### src/rtl/rv_perf_monitor.sv
// Performance monitor for the rv32i pipeline: shadows D/E/M/W validity, counts
// cycles/retirements/flushes/load-use bubbles, detects program end and computes CPI.
module rv_perf_monitor #(
    parameter int unsigned CNT_W    = 32,
    parameter int unsigned FRAC     = 8,
    parameter int unsigned HALT_WIN = 5
) (
    input  logic                    clk,
    input  logic                    reset,
    input  logic [31:0]             instr_f,
    input  logic [31:0]             pc_f,
    input  logic                    stall_d,
    input  logic                    flush_d,
    input  logic                    flush_e,
    output logic [CNT_W-1:0]        cycle_cnt_o,
    output logic [CNT_W-1:0]        instr_cnt_o,
    output logic [CNT_W-1:0]        flush_cnt_o,
    output logic [CNT_W-1:0]        bubble_cnt_o,
    output logic                    halted_o,
    output logic                    busy_o,
    output logic                    done_o,
    output logic [CNT_W+FRAC-1:0]   cpi_o,
    output logic                    div0_o
);

    localparam int unsigned QW     = CNT_W + FRAC;
    localparam int unsigned ZR_W   = $clog2(HALT_WIN + 1);
    localparam int unsigned STEP_W = $clog2(QW + 1);

    localparam logic [CNT_W-1:0]  CNT_ONE  = CNT_W'(1);
    localparam logic [ZR_W-1:0]   ZR_ONE   = ZR_W'(1);
    localparam logic [ZR_W-1:0]   ZR_MAX   = ZR_W'(HALT_WIN);
    localparam logic [STEP_W-1:0] STEP_ONE = STEP_W'(1);
    localparam logic [STEP_W-1:0] STEP_END = STEP_W'(QW - 1);

    typedef enum logic [1:0] {
        S_RUN,
        S_DIV,
        S_DONE
    } state_e;

    state_e             state_q, state_d;
    logic               vd_q, vd_d;
    logic               ve_q, ve_d;
    logic               vm_q, vm_d;
    logic               vw_q, vw_d;
    logic [CNT_W-1:0]   cycle_cnt_q, cycle_cnt_d;
    logic [CNT_W-1:0]   instr_cnt_q, instr_cnt_d;
    logic [CNT_W-1:0]   flush_cnt_q, flush_cnt_d;
    logic [CNT_W-1:0]   bubble_cnt_q, bubble_cnt_d;
    logic [ZR_W-1:0]    zr_q, zr_d;
    logic [31:0]        pc_prev_q, pc_prev_d;
    logic               halted_q, halted_d;
    logic               div0_q, div0_d;
    logic [QW-1:0]      cpi_q, cpi_d;
    logic [QW-1:0]      dvd_q, dvd_d;
    logic [CNT_W-1:0]   rem_q, rem_d;
    logic [STEP_W-1:0]  step_q, step_d;

    logic [CNT_W:0]     rem_sh;
    logic               q_bit;
    logic [CNT_W-1:0]   rem_sub;
    logic [QW-1:0]      dvd_nx;
    logic               pipe_empty;
    logic               halt_now;

    function automatic logic [CNT_W-1:0] sat_inc(input logic [CNT_W-1:0] v, input logic en);
        return (en && (v != '1)) ? v + CNT_ONE : v;
    endfunction

    // One restoring-division step; the dividend register shifts quotient bits in at the LSB.
    always_comb begin
        rem_sh  = {rem_q, dvd_q[QW-1]};
        q_bit   = (rem_sh >= {1'b0, instr_cnt_q});
        rem_sub = q_bit ? (rem_sh[CNT_W-1:0] - instr_cnt_q) : rem_sh[CNT_W-1:0];
        dvd_nx  = {dvd_q[QW-2:0], q_bit};
    end

    assign pipe_empty = !(vd_q | ve_q | vm_q | vw_q);
    assign halt_now   = (zr_q == ZR_MAX) && pipe_empty;

    always_comb begin
        state_d      = state_q;
        vd_d         = vd_q;
        ve_d         = ve_q;
        vm_d         = vm_q;
        vw_d         = vw_q;
        cycle_cnt_d  = cycle_cnt_q;
        instr_cnt_d  = instr_cnt_q;
        flush_cnt_d  = flush_cnt_q;
        bubble_cnt_d = bubble_cnt_q;
        halted_d     = halted_q;
        div0_d       = div0_q;
        cpi_d        = cpi_q;
        dvd_d        = dvd_q;
        rem_d        = rem_q;
        step_d       = step_q;
        pc_prev_d    = pc_f;

        if ((instr_f == 32'd0) && (pc_f == pc_prev_q)) begin
            zr_d = (zr_q == ZR_MAX) ? zr_q : zr_q + ZR_ONE;
        end else begin
            zr_d = '0;
        end

        case (state_q)
            S_RUN: begin
                if (halt_now) begin
                    state_d  = S_DIV;
                    halted_d = 1'b1;
                    dvd_d    = {cycle_cnt_q, {FRAC{1'b0}}};
                    rem_d    = '0;
                    step_d   = '0;
                end else begin
                    cycle_cnt_d  = sat_inc(cycle_cnt_q, 1'b1);
                    instr_cnt_d  = sat_inc(instr_cnt_q, vw_q);
                    flush_cnt_d  = sat_inc(flush_cnt_q, flush_d);
                    bubble_cnt_d = sat_inc(bubble_cnt_q, stall_d & flush_e);
                    vd_d = flush_d ? 1'b0 : (stall_d ? vd_q : (instr_f != 32'd0));
                    ve_d = flush_e ? 1'b0 : vd_q;
                    vm_d = ve_q;
                    vw_d = vm_q;
                end
            end
            S_DIV: begin
                if (instr_cnt_q == '0) begin
                    cpi_d   = '1;
                    div0_d  = 1'b1;
                    state_d = S_DONE;
                end else begin
                    dvd_d  = dvd_nx;
                    rem_d  = rem_sub;
                    step_d = step_q + STEP_ONE;
                    if (step_q == STEP_END) begin
                        cpi_d   = dvd_nx;
                        state_d = S_DONE;
                    end
                end
            end
            S_DONE: begin
                state_d = S_DONE;
            end
            default: begin
                state_d = S_RUN;
            end
        endcase
    end

    always_ff @(posedge clk) begin
        if (!reset) begin
            state_q      <= S_RUN;
            vd_q         <= 1'b0;
            ve_q         <= 1'b0;
            vm_q         <= 1'b0;
            vw_q         <= 1'b0;
            cycle_cnt_q  <= '0;
            instr_cnt_q  <= '0;
            flush_cnt_q  <= '0;
            bubble_cnt_q <= '0;
            zr_q         <= '0;
            pc_prev_q    <= '0;
            halted_q     <= 1'b0;
            div0_q       <= 1'b0;
            cpi_q        <= '0;
            dvd_q        <= '0;
            rem_q        <= '0;
            step_q       <= '0;
        end else begin
            state_q      <= state_d;
            vd_q         <= vd_d;
            ve_q         <= ve_d;
            vm_q         <= vm_d;
            vw_q         <= vw_d;
            cycle_cnt_q  <= cycle_cnt_d;
            instr_cnt_q  <= instr_cnt_d;
            flush_cnt_q  <= flush_cnt_d;
            bubble_cnt_q <= bubble_cnt_d;
            zr_q         <= zr_d;
            pc_prev_q    <= pc_prev_d;
            halted_q     <= halted_d;
            div0_q       <= div0_d;
            cpi_q        <= cpi_d;
            dvd_q        <= dvd_d;
            rem_q        <= rem_d;
            step_q       <= step_d;
        end
    end

    assign cycle_cnt_o  = cycle_cnt_q;
    assign instr_cnt_o  = instr_cnt_q;
    assign flush_cnt_o  = flush_cnt_q;
    assign bubble_cnt_o = bubble_cnt_q;
    assign halted_o     = halted_q;
    assign busy_o       = (state_q == S_DIV);
    assign done_o       = (state_q == S_DONE);
    assign cpi_o        = cpi_q;
    assign div0_o       = div0_q;

endmodule

### config.mk
export PLATFORM = sky130hd
export DESIGN_NAME = rv_perf_monitor
export DESIGN_NICKNAME = d
export VERILOG_FILES = /design/src/rtl/rv_perf_monitor.sv
export SDC_FILE = /design/constraint.sdc
export NUM_CORES = 1
export LEC_CHECK = 0
export BUFFER_PORTS_ARGS = -buffer_cell sky130_fd_sc_hd__buf_4
export CORE_ASPECT_RATIO = 0.6
export CORE_MARGIN = 2
export CORE_UTILIZATION = 57
export DETAILED_ROUTE_END_ITERATION = 8
export PLACE_DENSITY_LB_ADDON = 0.12
export SLEW_MARGIN = 20
export SYNTH_ARGS = -nofsm -noshare
export SYNTH_HDL_FRONTEND = slang
export SYNTH_SLANG_ARGS = --single-unit
### constraint.sdc
create_clock -name clk -period 3.9 [get_ports clk]
set_clock_uncertainty 0.15 [all_clocks]
set_input_delay 0.78 -clock clk [delete_from_list [all_inputs] [get_ports clk]]
set_output_delay 0.78 -clock clk [all_outputs]
set_load 0.05 [all_outputs]
## Word level (Yosys, flattened, before mapping)

Index checks and enable logic that the tools add are counted.

- Flip-flop bits (word level): 289
- Input bits: 69
- Output and inout port bits: 172
- Logic and storage cells: 86

- $add $sub $neg: 7
- $lt $le $gt $ge: 1
- Equality and inequality tests: 13
- Multiplexer cells: 19
- Bitwise logic cells: 5
- Reductions and logical operators: 24

Operators with widths:

| cell | number |
|---|---|
| $mux W40 | 4 |
| $add A32 B1 Y32 const B | 4 |
| $ne A32 B32 Y1 const B | 4 |
| $mux W32 | 3 |
| $pmux W40 S2 | 1 |
| $logic_not A32 Y1 | 2 |
| $pmux W32 S2 | 1 |
| $ge A33 B32 Y1 | 1 |
| $eq A32 B32 Y1 | 1 |
| $reduce_bool A32 Y1 | 1 |
| $sub A32 B32 Y32 | 1 |
| $reduce_and A3 Y1 | 6 |
| $mux W6 | 2 |
| $pmux W6 S2 | 1 |
| $reduce_and A2 Y1 | 6 |
| $add A6 B1 Y6 const B | 1 |
| $eq A6 B6 Y1 const B | 1 |
| $mux W2 | 3 |
| $pmux W2 S3 | 1 |
| $logic_and A1 B1 Y1 | 5 |
| $ne A2 B2 Y1 const B | 2 |
| $reduce_bool A2 Y1 | 2 |
| $add A3 B1 Y3 const B | 1 |
| $eq A3 B3 Y1 const B | 1 |
| 10 further kinds | 14 |

## Depth between registers and ports, before layout

Gate-level depths: netlist of run 1.

- Depth in word-level cells: 7
- Mapped depth: 12
- Gate-level depth less buffers: 11

## Worst setup path after synthesis of run 1

OpenSTA, ideal clock, no wires.

- Kind: register to register
- From: register instr_cnt_q[1] (netlist: instr_cnt_o[1])
- To: register rem_q[22]
- Library setup time: 0.117 ns
- Data arrival time: 2.955 ns
- Data required time: 3.633 ns
- Slack: 0.677 ns
- Cell stages (with the launch flop): 12
- Path buffers: 1
- Period minus slack after synthesis: 3.223 ns
- Cell sequence: dfxtp_1 -> inv_1 -> ha_1 -> nor2b_1 -> o2111ai_1 -> a311o_1 -> a21boi_4 -> a211oi_4 -> a31oi_4 -> buf_6 -> nand3_1 -> a32o_1

- Word-level cells in the longest chain between the ends: 4
- Elaborated cells on any way between the ends: 8
- Those cells by class: add/sub (1); order compare (1); eq/ne (1); mux (3); reduce/logical (2)

RTL lines:

| element | RTL line | source |
|---|---|---|
| start, declared | 48 | `logic [CNT_W-1:0] instr_cnt_q, instr_cnt_d;` |
| start signal, assigned | 175 | `instr_cnt_q <= instr_cnt_d;` |
| $sub A32 B32 Y32 or $ge A33 B32 Y1 (tied branches) | 75, 74 |  |
| $mux W32 | 75 | `rem_sub = q_bit ? (rem_sh[CNT_W-1:0] - instr_cnt_q) : rem_sh[CNT_W-1:0];` |
| $mux W32 | 126 | `if (instr_cnt_q == '0) begin` |
| $pmux W32 S2 | 106 | `case (state_q)` |
| end signal, assigned | 184 | `rem_q <= rem_d;` |
| end, declared | 57 | `logic [CNT_W-1:0] rem_q, rem_d;` |

Several ways; a longest one is shown, not always the timed one. The select of a mux whose other input is x is not followed.
A chain may end at the register's enable or synchronous reset.

## Worst setup path in the final report of run 1

- From: register instr_cnt_q[1] (netlist: instr_cnt_o[1])
- To: register rem_q[6]

Same word-level chain as after synthesis.

==> results of run 1 <==
[registers in the layout, summed over array words and instances, names as in the netlist]
register	cells
bubble_cnt_o	32
step_q	6
vd_q	1
flush_cnt_o	32
dvd_q	40
ve_q	1
cycle_cnt_o	32
halted_o	1
pc_prev_q	32
div0_o	1
instr_cnt_o	32
vm_q	1
rem_q	32
state_q	2
zr_q	3
cpi_o	40
vw_q	1
[per-layer routing]
metal,track usage,routed length (um)
met5,0,0
met4,0.06555,742
met3,0.07307,3593
met2,0.4302,16530
met1,0.4331,18900
[worst max-delay path by stage]
| stage | startpoint | to | slack (ns) | cells after the start |
|---|---|---|---|---|
| detailed placement | instr_cnt_o[1] | rem_q[4] | 0.37 | 11 |
| CTS | instr_cnt_o[1] | rem_q[31] | 0.35 | 11 |
| finish | instr_cnt_o[1] | rem_q[6] | 0.32 | 11 |
| global route | instr_cnt_o[1] | rem_q[6] | 0.07 | 11 |
| floorplan | instr_cnt_o[1] | rem_q[22] | 0.68 | 11 |
| global placement | instr_cnt_o[1] | rem_q[7] | 0.43 | 11 |
[critical path: stages (launching register included)]
cell       delay [ns]
dfxtp_1          0.42
inv_1            0.12
ha_1             0.30
nor2b_1          0.18
o2111ai_1        0.15
a311o_1          0.46
a21boi_4         0.29
a211oi_4         0.13
a31oi_4          0.60
buf_4            0.34
mux2i_1          0.21
o21ai_1          0.08
[cell type report]
type,instances,area share
diodes,1,0.0001467
clock buffers,37,0.04298
clock inverters,10,0.004988
inverters,58,0.01306
multi-input cells,1260,0.4596
flip-flops and latches,289,0.3392
well taps,322,0.02362
repair buffers,263,0.1165
[cell families (layout without fill, tap and decap cells)]
logic type | Yosys count | count (layout) | share of synthesized area
fa+ha+maj | 44 | 44 | 0.03939
mux | 27 | 27 | 0.01908
flops | 289 | 289 | 0.4084
simple gates | 764 | 764 | 0.2630
xor+xnor | 173 | 173 | 0.1070
compound gates | 252 | 252 | 0.1240
other cells | 0 | 1 | 0
buf+inv | 136 | 368 | 0.03913
[power by group]
group | switching, uW | internal (uW) | total (uW)
clock network | 1150 | 1380 | 2530
registers | 17.2 | 2980 | 2990
logic | 125 | 97.6 | 223
[cell usage in the layout (no fill, tap or decap), drive strengths merged, types with 4 or more instances in the layout]
cell type / synthesis / layout
ha: 43 / 43
nor2b: 9 / 9
a21o: 6 / 6
and3: 24 / 24
buf: 23 / 263
and2: 52 / 52
nor3b: 4 / 4
mux2i: 27 / 27
nor4: 32 / 32
clkbuf: 55 / 37
xor2: 76 / 76
nor3: 27 / 27
nand2b: 12 / 12
dfxtp: 289 / 289
clkinv: 0 / 7
o21bai: 4 / 4
and4: 19 / 19
xnor2: 97 / 97
nand4: 45 / 45
o21ai: 50 / 50
a211oi: 8 / 8
inv: 58 / 59
o221ai: 5 / 5
a31oi: 36 / 36
or3: 16 / 16
a21oi: 62 / 62
nand3: 94 / 94
nand2: 210 / 210
o2bb2a: 4 / 4
nor2: 207 / 207
o211ai: 10 / 10
a221oi: 40 / 40
or2: 5 / 5
[per-stage QoR]
stage / setup WS, ns / area, um^2 / cells / total power, uW / utilization
2_1_floorplan: 0.6774 / 14170 / 1685 / 3183 / -
3_3_place_gp: 0.4253 / 16240 / 2192 / 3277 / 0.6688
3_5_place_dp: 0.3681 / 16240 / 2192 / 3282 / 0.6688
4_1_cts: 0.3541 / 17060 / 2239 / 5785 / 0.7025
5_1_grt: 0.07395 / 17060 / 2240 / 5929 / 0.7026
6_report: 0.3172 / 17060 / 2240 / 5748 / 0.7026
==> results.py, run 1 <==
metrics = {
    "route": {
        "first_iter_violations": 1009,
        "drcViolationCount": 0,
        "dr.pass1.iters": 6,
        "wirelength_um": 39760,
        "postRouteAntennaNets": 0,
        "num_vias": 12989,
        "drt-wirelength-per-cell_um": 17.75,
        "via_per_inst": 5.799,
    },
    "logic_synthesis": {
        "synth.distinct_cells": 73,
        "synth_top_area_frac": 0.4084,
        "synth.most_common_cell": "dfxtp_1",
        "synth_area_um2": 14170,
        "ys.flop_type": "dfxtp_1",
        "synth_common_cells": "dfxtp_1 (289), nand2_1 (209), nor2_1 (207), xnor2_1 (97), nand3_1 (93)",
        "synth.net_count": 1798,
        "synth-seq-area-share": 0.4084,
        "ys_ff_latch": 289,
        "yosysTopAreaCell": "dfxtp_1",
        "syn-instance-count": 1685,
        "synthTopCellsByArea": "dfxtp_1 (41%), xnor2_1 (6.0%), nand2_1 (5.5%)",
        "synth-edff-count": 0,
        "syn-mean-instance-area_um2": 8.407,
        "yosys_warnings": 0,
        "async_reset_ff_frac": 0,
    },
    "critical_path": {
        "cp.arrival_ns": 3.85,
        "path_class": "reg2reg",
        "reg2reg_from": "instr_cnt_o[1]",
        "cp-start-kind": "flip-flop",
        "crit_required_ns": 4.16,
        "r2r_slack_ns": 0.32,
        "r2r.worst_path.cells": 11,
        "path_max_fanout": 21,
        "r2r_end": "rem_q[6]",
        "cp-end-kind": "flip-flop",
    },
    "sta": {
        "timing.fmax_ghz": 0.2791,
        "tightest_slew_ns": 0.9332,
        "finalCritPeriodShare": 0.9187,
        "whs_ns": 0.2998,
        "hold_violations": 0,
        "slew_viol_final": 0,
        "finalCriticalPeriod_ns": 3.583,
        "slew_headroom": 0.3778,
        "finalSetupTns_ns": 0,
        "rsz0062_at_grt": "false",
        "setup_viol": 0,
    },
    "global_routing": {
        "antenna_found_initial": 1,
        "grt_pass1_wl_um": 63250,
        "overflow": 0,
        "grt_pass1_vias": 11975,
        "grt_usage": 0.2934,
        "grt_max_degree": 210,
    },
    "cts": {
        "cts_sinks": 289,
        "clkLatencyLatePin_ns": 0.55,
        "cts_resized": 0,
        "clk_pin_slew_ns": 0.06,
        "cts_hold_buf": 0,
        "numCtsBuffers": 27,
        "htree_levels": 1,
        "cts_buffer_depth": 3,
        "cts_tree": "built",
        "post-cts-setup-buffers": 0,
        "clock-root-buffer": "clkbuf_16",
    },
    "worst_hold_path": {
        "hold_path_depth": 2,
        "hold_path_end": "halted_o",
        "hold_start": "halted_o",
        "hp-class": "reg2reg",
    },
    "flow_run": {
        "drv_cap": 0,
    },
    "power": {
        "peakVddDrop_mv": 0.3211,
        "powerDensity_nw_per_um2": 336.9,
        "p_leak_uw": 0.006842,
    },
    "floorplan": {
        "die_area_um2": 26170,
        "core_area_um2": 24280,
        "initial_utilization": 0.5835,
        "die_x_um": 207.5,
        "die_h_um": 126.1,
        "ios": 241,
        "rows": 44,
    },
    "place": {
        "gp_congestion": 0.9410,
        "dp_hpwl_um": 28140,
        "portBuffers": 240,
    },
    "status": {
        "status": "complete, no violations",
    },
    "final_layout": {
        "area_delta_synth_final_pct": 20.42,
        "seqCellArea_um2": 5786,
        "multi_input_area_um2": 7840,
        "fill_cells": 1904,
        "nets": 2012,
        "drive_above_1_share": 0.1737,
    },
}
No activity file was read; power rests on OpenSTA's default activity.
==> run 2: changes to the inputs <==
PLACE_DENSITY_LB_ADDON = 0.25   (was 0.12)
==> results.py, run 2 (synthesis results as in run 1) <==
metrics = {
    "final_layout": {
        "area_delta_synth_final_pct": 20.87,
        "multi_input_area_um2": 7840,
        "diodes": 0,
        "seqCellArea_um2": 5786,
        "fin_util": 0.7053,
        "mostFrequentLayoutCells": "dfxtp_1 (289), buf_4 (257), nand2_1 (209), nor2_1 (205), xnor2_1 (97)",
        "layout_commonest_cell": "dfxtp_1",
        "fill_cells": 1896,
        "nets": 2008,
        "drive_above_1_share": 0.1754,
        "instances_no_fill": 2238,
    },
    "sta": {
        "slew_viol_final": 0,
        "finalSetupTns_ns": 0,
        "finalCritPeriodShare": 0.8863,
        "finalCriticalPeriod_ns": 3.457,
        "timing.fmax_ghz": 0.2893,
        "setup_viol": 0,
        "setup_ws_ns": 0.4432,
        "slew_headroom": 0.4340,
        "tightest_slew_ns": 0.8444,
        "hold_violations": 0,
        "rsz0062_at_grt": "false",
    },
    "critical_path": {
        "cp-start-kind": "flip-flop",
        "path_max_fanout": 15,
        "r2r_slack_ns": 0.44,
        "r2r_end": "rem_q[22]",
        "path_class": "reg2reg",
        "reg2reg_from": "instr_cnt_o[8]",
        "cp.arrival_ns": 3.75,
        "r2r.worst_path.cells": 11,
        "cp-end-kind": "flip-flop",
        "crit_required_ns": 4.19,
    },
    "global_routing": {
        "grt_pass1_vias": 12225,
        "overflow": 0,
        "antenna_found_initial": 0,
        "grt_max_degree": 134,
        "grt_pass1_wl_um": 63970,
        "grt_usage": 0.2955,
    },
    "status": {
        "status": "complete, no violations",
    },
    "cts": {
        "numCtsBuffers": 28,
        "cts_hold_buf": 0,
        "clock-root-buffer": "clkbuf_16",
        "cts_buffer_depth": 3,
        "htree_levels": 1,
        "cts_tree": "built",
        "clk_pin_slew_ns": 0.07,
        "clkLatencyLatePin_ns": 0.55,
        "cts_sinks": 289,
        "post-cts-setup-buffers": 0,
        "cts_resized": 0,
    },
    "worst_hold_path": {
        "hold_path_depth": 2,
        "hold_start": "halted_o",
        "hold_path_end": "halted_o",
        "hp-class": "reg2reg",
    },
    "place": {
        "dp_hpwl_um": 28520,
        "place_ws_ns": 0.5190,
        "gp_congestion": 0.9653,
        "portBuffers": 240,
        "dp.cells": 2187,
    },
    "route": {
        "wirelength_met1_um": 18280,
        "wl_met2_um": 16660,
        "wirelength_um": 39560,
        "drcViolationCount": 0,
        "met3_length_um": 3945,
        "num_vias": 13048,
        "dr.pass1.iters": 7,
        "first_iter_violations": 1126,
        "postRouteAntennaNets": 0,
        "top_layer_used": "met4",
        "drt-wirelength-per-cell_um": 17.68,
        "via_per_inst": 5.830,
    },
    "floorplan": {
        "rows": 44,
        "die_x_um": 207.5,
        "ios": 241,
        "core_area_um2": 24280,
        "die_area_um2": 26170,
        "initial_utilization": 0.5835,
        "die_h_um": 126.1,
    },
    "power": {
        "peakVddDrop_mv": 0.3307,
        "p_leak_uw": 0.006874,
        "total_power_uw": 5923,
        "powerDensity_nw_per_um2": 345.9,
    },
    "flow_run": {
        "drv_cap": 0,
    },
}
==> run 2: cell count changes in the layout (fill, tap and decap cells not counted) <==
cell / previous run / this run
clkbuf_8: 2 / 9
buf_4: 262 / 257
clkbuf_1: 8 / 4
clkbuf_16: 27 / 29
bufinv_16: 1 / 0
diode_2: 1 / 0
inv_6: 2 / 1
inv_8: 0 / 1
==> run 2: worst max-delay path, cell delays in order, from the launching register on <==
cell      delay, ns
dfxtp_1        0.49
inv_1          0.08
ha_1           0.39
a21oi_1        0.18
o21ai_0        0.17
a221oi_2       0.40
a21boi_4       0.16
a211oi_4       0.32
a31oi_4        0.25
buf_4          0.27
or2_1          0.22
a32o_1         0.25
==> run 2: worst max-delay path by stage <==
stage                   start         to  cells past startpoint
6_report       instr_cnt_o[8]  rem_q[22]                     11
5_1_grt        instr_cnt_o[1]  rem_q[22]                     11
4_1_cts        instr_cnt_o[1]  rem_q[22]                     11
3_5_place_dp   instr_cnt_o[1]  rem_q[22]                     11
3_3_place_gp   instr_cnt_o[3]  rem_q[22]                     10
2_1_floorplan  instr_cnt_o[1]  rem_q[22]                     11
==> run 2: through the flow <==
step,hold WS (ns),area [um^2]
global route,0.2805,17120
CTS,0.2796,17120
global placement,0.2862,16200
finish,0.3000,17120
detailed placement,0.2912,16200
floorplan,0.2925,14170
==> run 2: cell type report <==
| class | count | area share |
|---|---|---|
| Tap cell | 322 | 0.02353 |
| Inverter | 58 | 0.01301 |
| Timing Repair Buffer | 258 | 0.1138 |
| Clock inverter | 9 | 0.003361 |
| Clock buffer | 42 | 0.05049 |
| Multi-Input combinational cell | 1260 | 0.4579 |
| Sequential cell | 289 | 0.3379 |
==> run 2: layer usage <==
| layer | global-route usage | vias up |
|---|---|---|
| met5 | 0 | - |
| met4 | 0.06218 | 0 |
| met3 | 0.07955 | 56 |
| met2 | 0.4478 | 533 |
| met1 | 0.4226 | 6154 |
| li1 | - | 6305 |
==> run 2: power by group <==
group	leakage (uW)	total, uW	internal (uW)	switching (uW)
Sequential	0.00234	2990	2980	17.6
Clock	0.000461	2710	1530	1170
Combinational	0.00408	224	98.8	125
Total	0.00687	5920	4610	1310
==> run 3: changes to the inputs <==
PLACE_DENSITY = 0.87   (was unset)
PLACE_DENSITY_LB_ADDON = unset   (was 0.25)
TNS_END_PERCENT = 1   (was unset)
==> results.py, run 3 (synthesis results as in run 1) <==
metrics = {
    "route": {
        "dr.pass1.iters": 5,
        "drcViolationCount": 0,
        "wirelength_um": 40910,
        "first_iter_violations": 1477,
        "via_per_inst": 5.946,
        "num_vias": 13277,
        "postRouteAntennaNets": 0,
        "drt-wirelength-per-cell_um": 18.32,
    },
    "final_layout": {
        "mostFrequentLayoutCells": "dfxtp_1 (289), buf_4 (256), nand2_1 (209), nor2_1 (205), xnor2_1 (97)",
        "layout_commonest_cell": "dfxtp_1",
        "diodes": 0,
        "nets": 2005,
        "fin_util": 0.7040,
        "drive_above_1_share": 0.1743,
        "fill_cells": 1785,
        "area_delta_synth_final_pct": 20.65,
    },
    "worst_hold_path": {
        "hp-class": "in2reg",
        "hold_start": "pc_f[0]",
        "hold_path_end": "pc_prev_q[0]",
        "hold_path_depth": 2,
    },
    "critical_path": {
        "cp-end-kind": "flip-flop",
        "r2r.worst_path.cells": 10,
        "path_class": "reg2reg",
        "reg2reg_from": "instr_cnt_o[1]",
        "r2r_end": "rem_q[19]",
        "crit_required_ns": 4.22,
        "cp_slowest_cell": "a31oi_4",
        "cp-start-kind": "flip-flop",
        "cp.arrival_ns": 4.02,
        "cpPeakStageDelay_ns": 0.50,
        "path_max_fanout": 11,
        "crit_chain": "inv_1 > ha_1 > nor2b_1 > o2111ai_1 > a311o_1 > a21boi_4 > a211oi_4 > a31oi_4 > nand2_1 > o21ai_0",
        "r2r_slack_ns": 0.19,
    },
    "place": {
        "dp_hpwl_um": 29160,
        "portBuffers": 240,
        "place_ws_ns": 0.1472,
        "gp_congestion": 0.9246,
    },
    "sta": {
        "timing.fmax_ghz": 0.2699,
        "rsz0062_at_grt": "false",
        "finalSetupTns_ns": 0,
        "slew_viol_final": 0,
        "setup_viol": 0,
        "finalCriticalPeriod_ns": 3.705,
        "setup_ws_ns": 0.1949,
        "finalCritPeriodShare": 0.9500,
        "slew_headroom": 0.3358,
        "tightest_slew_ns": 0.9963,
        "hold_violations": 0,
    },
    "global_routing": {
        "antenna_found_initial": 0,
        "gr-max-usage-layer": "met2",
        "grt_pass1_vias": 12298,
        "grt_max_degree": 97,
        "grt_pass1_wl_um": 65450,
        "overflow": 0,
        "grt_use_met3": 0.06908,
        "use_met1": 0.4319,
        "grt_util_met2": 0.4661,
        "grt_usage": 0.3027,
    },
    "power": {
        "p_leak_uw": 0.006847,
        "peakVddDrop_mv": 0.3399,
        "powerDensity_nw_per_um2": 347.1,
    },
    "cts": {
        "cts_sinks": 289,
        "cts_tree": "built",
        "clock-root-buffer": "clkbuf_16",
        "htree_levels": 1,
        "cts_buffer_depth": 3,
        "clkLatencyLatePin_ns": 0.55,
        "clk_pin_slew_ns": 0.07,
        "numCtsBuffers": 26,
        "cts_hold_buf": 0,
    },
    "floorplan": {
        "die_h_um": 126.1,
        "core_area_um2": 24280,
        "ios": 241,
        "die_x_um": 207.5,
        "rows": 44,
        "die_area_um2": 26170,
        "initial_utilization": 0.5835,
    },
    "flow_run": {
        "drv_cap": 0,
    },
    "status": {
        "status": "complete, no violations",
    },
}
run 3: area by class of cell:
class,instances,area (um^2),area share
multi-input cells,1261,7853,0.4594
flip-flops and latches,289,5786,0.3385
repair buffers,256,1922,0.1124
clock buffers,35,754.5,0.04414
well taps,322,402.9,0.02357
inverters,58,222.7,0.01303
clock inverters,12,151.4,0.008858
run 3: where the power goes:
| group | total [uW] | internal (uW) | switching (uW) |
|---|---|---|---|
| clock network | 2710 | 1560 | 1150 |
| logic | 225 | 98.0 | 127 |
| registers | 2990 | 2980 | 18.1 |
| total | 5930 | 4630 | 1300 |
run 3: worst max-delay path by stage:
stage / startpoint / to / slack (ns) / cells after the start
after CTS: instr_cnt_o[1] / rem_q[19] / 0.14 / 10
after floorplan: instr_cnt_o[1] / rem_q[22] / 0.68 / 11
after detailed placement: instr_cnt_o[1] / rem_q[28] / 0.15 / 10
after global routing: instr_cnt_o[1] / rem_q[9] / 0.04 / 11
after global placement: instr_cnt_o[1] / rem_q[28] / 0.35 / 10
final: instr_cnt_o[1] / rem_q[19] / 0.19 / 10
run 3: repair_timing:
item | CTS | global route
resized for setup | 0 | 0
endpoints found under the setup margin | 0 | 24
hold endpoints to repair | 0 | 0
buffers inserted | 0 | 0
run 3: metrics by stage:
step	power, uW	cell area [um^2]	cells	hold WS (ns)
6_report	5933	17090	2233	0.2968
5_1_grt	6102	17090	2233	0.2891
4_1_cts	5956	17080	2232	0.2813
3_5_place_dp	3283	16170	2185	0.3077
3_3_place_gp	3277	16170	2185	0.3020
2_1_floorplan	3183	14170	1685	0.2925
run 3: critical path: cells and delay by family (launching register included):
kind | cells | cell delay [ns]
AO/OA/AOI/OAI | 6 | 1.94
AND/OR/NAND/NOR | 2 | 0.63
flip-flops | 1 | 0.44
adder cells (fa/ha/maj) | 1 | 0.33
buffers and inverters | 1 | 0.13
run 3: layer usage:
metal / wire (um) / up-vias / share of wire
li1: - / 6291 / -
met1: 18210 / 6262 / 0.45
met2: 17690 / 647 / 0.43
met3: 4056 / 77 / 0.099
met4: 947 / 0 / 0.023
met5: 0 / - / 0
